File: config.mk
export PLATFORM = sky130hd
export DESIGN_NAME = fetch_decode_stage_flat
export DESIGN_NICKNAME = d
export VERILOG_FILES = /design/src/rtl/fetch_decode_stage_if.sv /design/src/rtl/fetch_decode_stage.sv /design/src/flat_wrapper.sv
export SDC_FILE = /design/constraint.sdc
export NUM_CORES = 1
export LEC_CHECK = 0
export CORE_ASPECT_RATIO = 0.8
export CORE_MARGIN = 2
export CORE_UTILIZATION = 45
export DETAILED_ROUTE_END_ITERATION = 10
export GPL_TIMING_DRIVEN = 0
export PLACE_DENSITY = 0.81
export SLEW_MARGIN = 20
export SYNTH_ARGS = -nofsm -noshare
export SYNTH_HDL_FRONTEND = slang
export SYNTH_SLANG_ARGS = --single-unit
File: constraint.sdc
create_clock -name clock -period 2.5 [get_ports clock]
set_input_delay 0.75 -clock clock [delete_from_list [all_inputs] [get_ports clock]]
set_output_delay 0.75 -clock clock [all_outputs]
set_load 0.005 [all_outputs]
File: src/rtl/fetch_decode_stage_if.sv
// Fetch/decode stage bus: hazard-controller controls, redirect, instruction memory, and the decode view.
// The slave modport is the stage; the master modport is the surrounding pipeline and the memory.
interface fetch_decode_stage_if;
    logic        w_stall;
    logic        w_redirect;
    logic [31:0] w_redirect_pc_32;
    logic [31:0] w_imem_data_32;
    logic [31:0] w_pc_32;
    logic [31:0] w_dinsn_32;
    logic [31:0] w_dpc_32;
    logic        w_dvalid;
    logic [4:0]  w_rs_addr_5;
    logic [4:0]  w_rt_addr_5;
    logic [4:0]  w_rd_addr_5;
    logic        w_alu_op;
    logic        w_imm_op;
    logic        w_jump_op;
    logic        w_mem_op;
    logic        w_write_op;
    logic [31:0] w_stall_count_32;

    modport master (
        output w_stall, w_redirect, w_redirect_pc_32, w_imem_data_32,
        input  w_pc_32, w_dinsn_32, w_dpc_32, w_dvalid,
        input  w_rs_addr_5, w_rt_addr_5, w_rd_addr_5,
        input  w_alu_op, w_imm_op, w_jump_op, w_mem_op, w_write_op,
        input  w_stall_count_32
    );

    modport slave (
        input  w_stall, w_redirect, w_redirect_pc_32, w_imem_data_32,
        output w_pc_32, w_dinsn_32, w_dpc_32, w_dvalid,
        output w_rs_addr_5, w_rt_addr_5, w_rd_addr_5,
        output w_alu_op, w_imm_op, w_jump_op, w_mem_op, w_write_op,
        output w_stall_count_32
    );
endinterface

File: src/rtl/fetch_decode_stage.sv
// Fetch + decode pipeline stage: PC sequencing with stall/redirect, a decode latch, op-class
// decode for the hazard controller, and a saturating stall-cycle counter.
module fetch_decode_stage #(
    parameter logic [31:0] RESET_PC = 32'h0100_0000
) (
    input  logic                    clock,
    input  logic                    reset,
    fetch_decode_stage_if.slave     bus
);

    logic [31:0] pc;
    logic [31:0] dinsn;
    logic [31:0] dpc;
    logic        dvalid;
    logic [31:0] stall_count;

    // NOTE: state registers use non-blocking assignment so every register samples pre-edge values.
    always_ff @(posedge clock) begin
        if (reset) begin
            pc     <= RESET_PC;
            dinsn  <= '0;
            dpc    <= '0;
            dvalid <= 1'b0;
        end else if (bus.w_redirect) begin
            pc     <= {bus.w_redirect_pc_32[31:2], 2'b00};
            dinsn  <= '0;
            dpc    <= '0;
            dvalid <= 1'b0;
        end else if (!bus.w_stall) begin
            pc     <= pc + 32'd4;
            dinsn  <= bus.w_imem_data_32;
            dpc    <= pc;
            dvalid <= 1'b1;
        end
    end

    // Stall cycles are counted even on redirect edges; the count sticks at all-ones.
    always_ff @(posedge clock) begin
        if (reset)
            stall_count <= '0;
        else if (bus.w_stall && stall_count != 32'hFFFF_FFFF)
            stall_count <= stall_count + 32'd1;
    end

    logic [5:0] opcode;
    logic [5:0] funct;
    logic       alu_op, imm_op, jump_op, mem_op, write_op;

    assign opcode = dinsn[31:26];
    assign funct  = dinsn[5:0];

    // NOTE: every decode output gets a default first so no path through the case infers a latch.
    always_comb begin
        alu_op   = 1'b0;
        imm_op   = 1'b0;
        jump_op  = 1'b0;
        mem_op   = 1'b0;
        write_op = 1'b0;
        if (dvalid) begin
            case (opcode)
                6'h00: begin
                    if (funct == 6'h08) jump_op = 1'b1;
                    else                alu_op  = 1'b1;
                end
                6'h08, 6'h09, 6'h0A, 6'h0B, 6'h0C, 6'h0D, 6'h0E, 6'h0F: begin
                    alu_op = 1'b1;
                    imm_op = 1'b1;
                end
                6'h23: begin
                    mem_op = 1'b1;
                    imm_op = 1'b1;
                end
                6'h2B: begin
                    mem_op   = 1'b1;
                    write_op = 1'b1;
                    imm_op   = 1'b1;
                end
                6'h02, 6'h03: jump_op = 1'b1;
                6'h04, 6'h05: begin
                    jump_op = 1'b1;
                    imm_op  = 1'b1;
                end
                default: ;
            endcase
        end
    end

    assign bus.w_pc_32          = pc;
    assign bus.w_dinsn_32       = dinsn;
    assign bus.w_dpc_32         = dpc;
    assign bus.w_dvalid         = dvalid;
    assign bus.w_rs_addr_5      = dinsn[25:21];
    assign bus.w_rt_addr_5      = dinsn[20:16];
    assign bus.w_rd_addr_5      = dinsn[15:11];
    assign bus.w_alu_op         = alu_op;
    assign bus.w_imm_op         = imm_op;
    assign bus.w_jump_op        = jump_op;
    assign bus.w_mem_op         = mem_op;
    assign bus.w_write_op       = write_op;
    assign bus.w_stall_count_32 = stall_count;

endmodule

File: src/flat_wrapper.sv
// flat-port wrapper written by rule: the top's interface ports become plain ports
module fetch_decode_stage_flat 
#(
    parameter logic [31:0] RESET_PC = 32'h0100_0000
)
  (clock, reset, bus_w_stall, bus_w_redirect, bus_w_redirect_pc_32, bus_w_imem_data_32, bus_w_pc_32, bus_w_dinsn_32, bus_w_dpc_32, bus_w_dvalid, bus_w_rs_addr_5, bus_w_rt_addr_5, bus_w_rd_addr_5, bus_w_alu_op, bus_w_imm_op, bus_w_jump_op, bus_w_mem_op, bus_w_write_op, bus_w_stall_count_32);
  fetch_decode_stage_if bus_i ();
  input  logic clock;
  input  logic reset;
  input wire logic [$bits(bus_i.w_stall)-1:0] bus_w_stall;
  input wire logic [$bits(bus_i.w_redirect)-1:0] bus_w_redirect;
  input wire logic [$bits(bus_i.w_redirect_pc_32)-1:0] bus_w_redirect_pc_32;
  input wire logic [$bits(bus_i.w_imem_data_32)-1:0] bus_w_imem_data_32;
  output wire logic [$bits(bus_i.w_pc_32)-1:0] bus_w_pc_32;
  output wire logic [$bits(bus_i.w_dinsn_32)-1:0] bus_w_dinsn_32;
  output wire logic [$bits(bus_i.w_dpc_32)-1:0] bus_w_dpc_32;
  output wire logic [$bits(bus_i.w_dvalid)-1:0] bus_w_dvalid;
  output wire logic [$bits(bus_i.w_rs_addr_5)-1:0] bus_w_rs_addr_5;
  output wire logic [$bits(bus_i.w_rt_addr_5)-1:0] bus_w_rt_addr_5;
  output wire logic [$bits(bus_i.w_rd_addr_5)-1:0] bus_w_rd_addr_5;
  output wire logic [$bits(bus_i.w_alu_op)-1:0] bus_w_alu_op;
  output wire logic [$bits(bus_i.w_imm_op)-1:0] bus_w_imm_op;
  output wire logic [$bits(bus_i.w_jump_op)-1:0] bus_w_jump_op;
  output wire logic [$bits(bus_i.w_mem_op)-1:0] bus_w_mem_op;
  output wire logic [$bits(bus_i.w_write_op)-1:0] bus_w_write_op;
  output wire logic [$bits(bus_i.w_stall_count_32)-1:0] bus_w_stall_count_32;
  assign bus_i.w_stall = bus_w_stall;
  assign bus_i.w_redirect = bus_w_redirect;
  assign bus_i.w_redirect_pc_32 = bus_w_redirect_pc_32;
  assign bus_i.w_imem_data_32 = bus_w_imem_data_32;
  assign bus_w_pc_32 = bus_i.w_pc_32;
  assign bus_w_dinsn_32 = bus_i.w_dinsn_32;
  assign bus_w_dpc_32 = bus_i.w_dpc_32;
  assign bus_w_dvalid = bus_i.w_dvalid;
  assign bus_w_rs_addr_5 = bus_i.w_rs_addr_5;
  assign bus_w_rt_addr_5 = bus_i.w_rt_addr_5;
  assign bus_w_rd_addr_5 = bus_i.w_rd_addr_5;
  assign bus_w_alu_op = bus_i.w_alu_op;
  assign bus_w_imm_op = bus_i.w_imm_op;
  assign bus_w_jump_op = bus_i.w_jump_op;
  assign bus_w_mem_op = bus_i.w_mem_op;
  assign bus_w_write_op = bus_i.w_write_op;
  assign bus_w_stall_count_32 = bus_i.w_stall_count_32;
  fetch_decode_stage #(.RESET_PC(RESET_PC)) u_core (.clock(clock), .reset(reset), .bus(bus_i));
endmodule
======== After elaboration in Yosys (flattened, before gate mapping) ========
Index checks and enable logic that the tools add are counted.
cells by class
  add/subtract/negate cells ............... 2
  equality and inequality tests ........... 17
  mux-type cells .......................... 14
  reductions and logical operators ........ 7
operators by type and width
  operator                 number
  $mux W32                 2
  $eq A6 B4 Y1 const B     9
  $add A32 B1 Y32 const B  1
  $add A32 B3 Y32 const B  1
  $ne A32 B32 Y1 const B   1
  $eq A6 B2 Y1 const B     2
  $eq A6 B3 Y1 const B     2
  $eq A6 B6 Y1 const B     2
  $reduce_or A12 Y1        1
  $mux W1                  10
  $reduce_or A8 Y1         1
  $logic_not A6 Y1         1
  $pmux W1 S2              2
  $reduce_or A2 Y1         2
  $reduce_or A4 Y1         1
  $ne A2 B1 Y1 const B     1
  $logic_and A1 B1 Y1      1
word-level totals
  bits in registers ....................... 129
  input port bits ......................... 68
  logic and storage cells ................. 46

======== Depth between registers and ports, before layout ========
Gate-level depths: netlist (run 1).
  depth after elaboration ................. 4
  mapped depth ............................ 7
  mapped depth without buffers ............ 6

======== Worst setup path before layout (run 1) ========
OpenSTA, ideal clock, no wires.
  kind .................................... register to register
  start ................................... register u_core.stall_count[0], in the netlist u_core.bus.w_stall_count_32[0]
  end ..................................... register u_core.stall_count[1], in the netlist u_core.bus.w_stall_count_32[1]
  library setup time ...................... 0.128 ns
  data arrival time ....................... 2.054 ns
  data required time ...................... 2.372 ns
  slack ................................... 0.318 ns
  stages on the path, launching flop included .. 8
  period minus slack after synthesis ...... 2.182 ns
  cell sequence ........................... dfxtp_1 -> ha_1 -> nand4_2 -> or4_4 -> o31ai_4 -> buf_6 -> mux2i_1 -> nor2_1
between the ends
  cells in the longest elaborated chain, start to end .. 2
  elaborated cells between the ends (all ways) .. 3
RTL lines
  what                                                     line                      RTL
  from (decl)                                              fetch_decode_stage.sv:15  logic [31:0] stall_count;
  from (signal assigned)                                   fetch_decode_stage.sv:42  stall_count <= stall_count + 32'd1;
  branches (longest 2 deep; another with $add A32 B1 Y32)  -
Several ways; the timed one is not identified.
A chain may end at the register's enable or synchronous reset.

======== Final worst setup path (run 1) ========
  start ................................... register u_core.dinsn[28], in the netlist u_core.bus.w_dinsn_32[28]
  end ..................................... output port bus_w_mem_op
between the ends
  cells in the longest elaborated chain, start to end .. 4
  elaborated cells between the ends (all ways) .. 5
RTL lines
  what                            line                      RTL
  from (decl)                     fetch_decode_stage.sv:12  logic [31:0] dinsn;
  from (signal assigned)          fetch_decode_stage.sv:31  dinsn <= bus.w_imem_data_32;
  $eq A6 B6 Y1                    fetch_decode_stage.sv:60  case (opcode)
  $reduce_or A2 Y1 (no line) (*)  -
  $mux W1 (*)                     fetch_decode_stage.sv:60
  $mux W1 (*)                     fetch_decode_stage.sv:59  if (dvalid) begin
  to (decl)                       flat_wrapper.sv:24        output wire logic [$bits(bus_i.w_mem_op)-1:0] bus_w_mem_op;
Mark *: on every way between the ends. The rest lies on a longest branch, timed or not.

==> results of run 1 <==
-- kinds of logic (layout without fill, tap and decap cells) --
group                      count (synthesis)  after routing  synth area share
AOI/OAI and AO/OA                        102            102             0.113
and+or+nand+nor                          237            237             0.214
xor gates and xnor gates                  35             35            0.0528
adders and majority gates                  2              2           0.00431
buffers and inverters                     73            313            0.0628
DFF                                      125            125             0.431
other                                      1              4          0.000646
muxes                                     70             70             0.121
-- flip-flops by register name (all words and copies together) (netlist names) --
signal                       count
u_core.bus.w_dpc_32             30
u_core.bus.w_dvalid              1
u_core.bus.w_stall_count_32     32
u_core.bus.w_dinsn_32           32
u_core.bus.w_pc_32              30
-- metal layers --
metal  global-route usage  vias up  wire length, um
li1                     -     2708                -
met1                0.311     2558             7500
met2                0.382      206             7780
met3               0.0665       16             1290
met4               0.0745        0              187
met5                    0        -                0
-- layout make-up --
class                           count  area (um2)
Buffer                             50         289
Tap cell                          175         219
Clock inverter                     13         213
Multi-Input combinational cell    450        3000
Sequential cell                   125        2510
Timing Repair Buffer              208        2080
Inverter                           23        86.3
Clock buffer                       19         443
Fill cell                         985        3890
-- where the power goes --
part           switching [mW]  leakage (nW)  internal [mW]
clock                   0.945         0.310           1.80
combinational           0.215          2.07          0.329
sequential             0.0851          1.02           2.06
-- worst register-to-register path: stages, from the launching register on --
cell and delay [ns]:
dfxtp_1 0.42, ha_2 0.25, nand4_2 0.20, or4_4 0.54, o31ai_4 0.33, buf_6 0.18, mux2i_1 0.18, nor2_1 0.05
-- worst paths after layout --
| path | slack (ns) | cells past startpoint | endpoint |
|---|---|---|---|
| worst max register to register | 0.20 | 7 | u_core.bus.w_stall_count_32[1]$_SDFFE_PP0P_ |
| worst min register to register | 0.48 | 2 | u_core.bus.w_dpc_32[9]$_SDFFE_PP0N_ |
| worst min-delay path | 0.48 | 2 | u_core.bus.w_dpc_32[9]$_SDFFE_PP0N_ |
| worst max-delay path | 0.11 | 3 | bus_w_mem_op |
-- timing repair --
action	CTS	global route
endpoints found under the setup margin	62	66
resized for setup	14	12
pin swaps	2	2
buffers inserted	0	0
-- cell usage in the layout, fill, tap and decap left out, drive strengths merged, types with 8 or more instances in the layout --
master and count:
a21oi 46, buf 27, clkbuf 42, clkdlybuf4s50 204, dfxtp 125, inv 25, mux2i 70, nand2 23
nand3 19, nand4 23, nor2 96, nor3 11, nor4 8, o21a 15, o21ai 22, or3 20
xnor2 21, xor2 14
==> reports/results.ini, run 1 <==
[status]
status = completed

[cells_and_area]
fin_cells = 1063
post_route_cells_drive_above_1_share = 0.105
layout.core_utilization = 0.695
finish.net_count = 945
layout.cell_area.non_filler_mm2 = 0.00884
insertedDiodeCount = 0
syn2layout_area_growth_pct = 52.5

[floorplanning]
core_area_mm2 = 0.0127
row_count = 37
floorplan.initialDensity = 0.456
floorplan.io_pins = 217
vertical_die_dimension_um = 106
die_w_um = 131
die_area_mm2 = 0.0138

[min_path]
min_delay_path_class = register to register
worstHoldStart = u_core.bus.w_dpc_32[9]$_SDFFE_PP0N_

[global_route]
number_of_global_route_vias_before_repair = 4961
global_route.overflow_total = 0
grt_util_all_layers = 0.238
antenna_found_initial = 0
grt_pass1_wl_um = 25700
grt_start_max_net_pins = 17

[clock_network]
cts_buffer_depth = 2
cts_tree = built
cts_max_level = 4
path_clk_slew_ns = 0.06
tritoncts_num_sinks = 125
cts_inserted_buffers = 17
cts_root_buf = clkbuf_16
insertion_delay_ns = 0.42
cts-hold-fix-buffers = 0

[pwr]
static-leakage-power_nw = 3.40
ir_drop_uv = 525
design_power_total_mw = 5.43
power_per_cell_area_mw_per_mm2 = 614

[critical_path]
cp_top_family = buffers and inverters
cp-start-kind = register
path_buf_inv = 1
critical_path.max_fanout = 7
cp_data_required_time_ns = 1.75
critical-path-max-stage-delay_ns = 0.51
critical_path_cell_with_the_highest_stage_delay = clkdlybuf4s50_1
cp.arrival_ns = 1.64
timing.critical_path.cells = nand4b_1 > nor2_1 > clkdlybuf4s50_1
critPathKind = register to output port
crit_path_start = u_core.bus.w_dinsn_32[28]$_SDFFE_PP0N_
launch_point_of_the_worst_reg_to_reg_path = u_core.bus.w_stall_count_32[0]$_SDFFE_PP0P_
timing.critical_path.to_type = output port

[drt]
detail_route.iter0.violations = 282
detail-route-antenna-nets = 0
route.detailed.drc = 0
post_drt_via_cell_ratio = 5.16
via_count = 5488
wl_um = 16800
drt_pre_antenna_iters = 5
wl_per_cell_um = 15.8

[yosys]
synth_largest_area_cell = dfxtp_1
synth.yosys.warnings = 0
yosysSeqAreaShare = 0.431
synth-main-ff-cell = dfxtp_1
synth_enable_flop_cells = 0
netlist_instances = 645
yosys_register_bits = 125
syn-mean-instance-area_um2 = 8.99
netlist_area_mm2 = 0.00580
asyncSetResetFlopFracSynth = 0
synth_cell_type_count = 52
ys_top_cells_by_count = dfxtp_1 (125), nor2_1 (96), mux2i_1 (70)
synth_top_area_frac = 0.431
synth.area.top_cells = dfxtp_1 (43%), mux2i_1 (12%), nor2_1 (6.2%)
post-synth-top-count-cell = dfxtp_1

[timing]
drv_slew = 0
timing.final.crit_period_ns = 2.39
fin_worst_hold_slack_ns = 0.480
timing.final.ws_setup_ns = 0.108
setup_viol = 0
skew_ns = 0.00734
setup_tns_ns = 0
max_slew.worst_pin.slew_ns = 0.757
final_min_period_over_clock_period = 0.957
slew_headroom = 0.491
hold_viol = 0
clock.fmax_mhz = 418

[job]
max-cap-violations = 0

[placed_design]
placement.setup.worst_slack_ns = -0.678
dpl-instance-area_mm2 = 0.00812
finalWeightedCongestion = 0.859
place.detailed.hpwl_um = 12200
io_buffer_count = 208
numPlacedInstances = 1031

Power figures use the tool's default switching activity.
==> run 2: changes to the inputs <==
--- a/config.mk
+++ b/config.mk
@@ -5,12 +5,14 @@
 export SDC_FILE = /design/constraint.sdc
 export NUM_CORES = 1
 export LEC_CHECK = 0
+export CELL_PAD_IN_SITES_DETAIL_PLACEMENT = 0
+export CELL_PAD_IN_SITES_GLOBAL_PLACEMENT = 2
 export CORE_ASPECT_RATIO = 0.8
 export CORE_MARGIN = 2
-export CORE_UTILIZATION = 45
+export CORE_UTILIZATION = 25
 export DETAILED_ROUTE_END_ITERATION = 10
 export GPL_TIMING_DRIVEN = 0
-export PLACE_DENSITY = 0.81
+export PLACE_DENSITY_LB_ADDON = 0.1
 export SLEW_MARGIN = 20
 export SYNTH_ARGS = -nofsm -noshare
 export SYNTH_HDL_FRONTEND = slang
==> reports/results.ini, run 2 (synthesis results as in run 1) <==
[drt]
wl_per_cell_um = 16.1
route.detailed.drc = 0
detail-route-antenna-nets = 0
drt_pre_antenna_iters = 4
via_count = 5422
post_drt_via_cell_ratio = 4.54
detail_route.iter0.violations = 170
wl_um = 19200

[timing]
setup_viol = 0
hold_viol = 0
skew_ns = 0.00934
final_min_period_over_clock_period = 0.955
max_slew.worst_pin.slew_ns = 0.814
timing.final.ws_setup_ns = 0.112
timing.final.crit_period_ns = 2.39
slew_headroom = 0.453
rsz0062_at_grt = false
drv_slew = 0
fin_worst_hold_slack_ns = 0.466
clock.fmax_mhz = 419

[cells_and_area]
layout.cells.most_common_list = clkdlybuf4s50_1 (203), dfxtp_1 (117), nor2_1 (96)
syn2layout_area_growth_pct = 54.6
insertedDiodeCount = 0
final.fill_count = 2259
finish.net_count = 947
post_route_cells_drive_above_1_share = 0.109
most_common_cell_after_layout_fill_and_taps_aside = clkdlybuf4s50_1

[floorplanning]
floorplan.initialDensity = 0.256
die_area_mm2 = 0.0244
die_w_um = 174
core_area_mm2 = 0.0226
floorplan.io_pins = 217
row_count = 49
vertical_die_dimension_um = 140

[clock_network]
cts_root_buf = clkbuf_16
tritoncts_num_sinks = 125
cts_buffer_depth = 2
cts_tree = built
path_clk_slew_ns = 0.06
cts_max_level = 4
cts_inserted_buffers = 17
insertion_delay_ns = 0.41

[pwr]
power_per_cell_area_mw_per_mm2 = 572
ir_drop_uv = 300
static-leakage-power_nw = 3.39

[min_path]
min_delay_path_class = register to register

[global_route]
grt_util_all_layers = 0.154
global_route.overflow_total = 0
grt_start_max_net_pins = 17
number_of_global_route_vias_before_repair = 5201
antenna_found_initial = 0
grt_pass1_wl_um = 29400

[critical_path]
critPathKind = primary input to register
critical_path.max_fanout = 10
timing.critical_path.to_type = register
cp_data_required_time_ns = 2.79
cp-start-kind = primary input
cp.arrival_ns = 2.67

[placed_design]
placement.setup.worst_slack_ns = -0.792
place.detailed.hpwl_um = 14400
io_buffer_count = 208
finalWeightedCongestion = 0.750

[job]
max-cap-violations = 0

[status]
status = completed

[run 2: cell types whose count changed in the layout (fill, tap and decap cells not counted), moves of 2 or more]
cell / delta
buf_2: +2
buf_4: +3
bufinv_16: -3
clkbuf_4: -2
clkinv_2: +2
dfxtp_1: -3
dfxtp_2: +3
[run 2: what timing repair did]
item / CTS / global route
buffers inserted: 2 / 0
pin swaps: 3 / 2
setup endpoints to repair: 67 / 29
gates resized for setup: 19 / 13
hold buffers: 0 / 0
[run 2: worst max-delay path: stages]
cell,delay (ns)
clkdlybuf4s50_1,0.60
buf_2,0.34
clkbuf_4,0.33
buf_2,0.34
mux2i_1,0.26
nor2_1,0.05
[run 2: final cells by class]
type                    instances  area (um2)  area share
well taps                     306         383      0.0427
flip-flops and latches        125        2510       0.281
multi-input cells             450        3030       0.338
clock buffers                  20         457      0.0509
repair buffers                210        2090       0.233
plain buffers                  50         284      0.0317
inverters                      23        86.3     0.00963
clock inverters                10         116      0.0130
[run 2: routing by layer]
layer  vias to the layer above  part of all wire  track usage
met5                         -                 0            0
met4                         0            0.0076       0.0345
met3                        12             0.062       0.0459
met2                       170              0.42        0.231
met1                      2534              0.51        0.218
li1                       2706                 -            -
[run 2: path summary, 6_finish.rpt]
kind         slack [ns]                                        start  depth (start not counted)                                          end
max                0.11                                  bus_w_stall                          6       u_core.bus.w_dinsn_32[27]$_SDFFE_PP0N_
min                0.47          u_core.bus.w_dpc_32[9]$_SDFFE_PP0N_                          2          u_core.bus.w_dpc_32[9]$_SDFFE_PP0N_
max reg2reg        0.17  u_core.bus.w_stall_count_32[0]$_SDFFE_PP0P_                          7  u_core.bus.w_stall_count_32[1]$_SDFFE_PP0P_
min reg2reg        0.47          u_core.bus.w_dpc_32[9]$_SDFFE_PP0N_                          2          u_core.bus.w_dpc_32[9]$_SDFFE_PP0N_
[run 2: power breakdown]
group	switching [mW]	total, mW	internal (mW)
sequential	0.0909	2.15	2.06
combinational	0.220	0.551	0.331
clock	0.926	2.43	1.51
total	1.24	5.13	3.90
[run 2: per-stage QoR]
stage          power, mW   util  instances  cell area (um2)  setup TNS [ns]
2_1_floorplan       2.40      -        648             5810               0
3_3_place_gp        2.73  0.366       1162             8280          -47.49
3_5_place_dp        2.74  0.366       1162             8280          -51.87
4_1_cts             5.21  0.394       1194             8920               0
5_1_grt             5.36  0.396       1194             8960               0
6_report            5.13  0.396       1194             8960               0
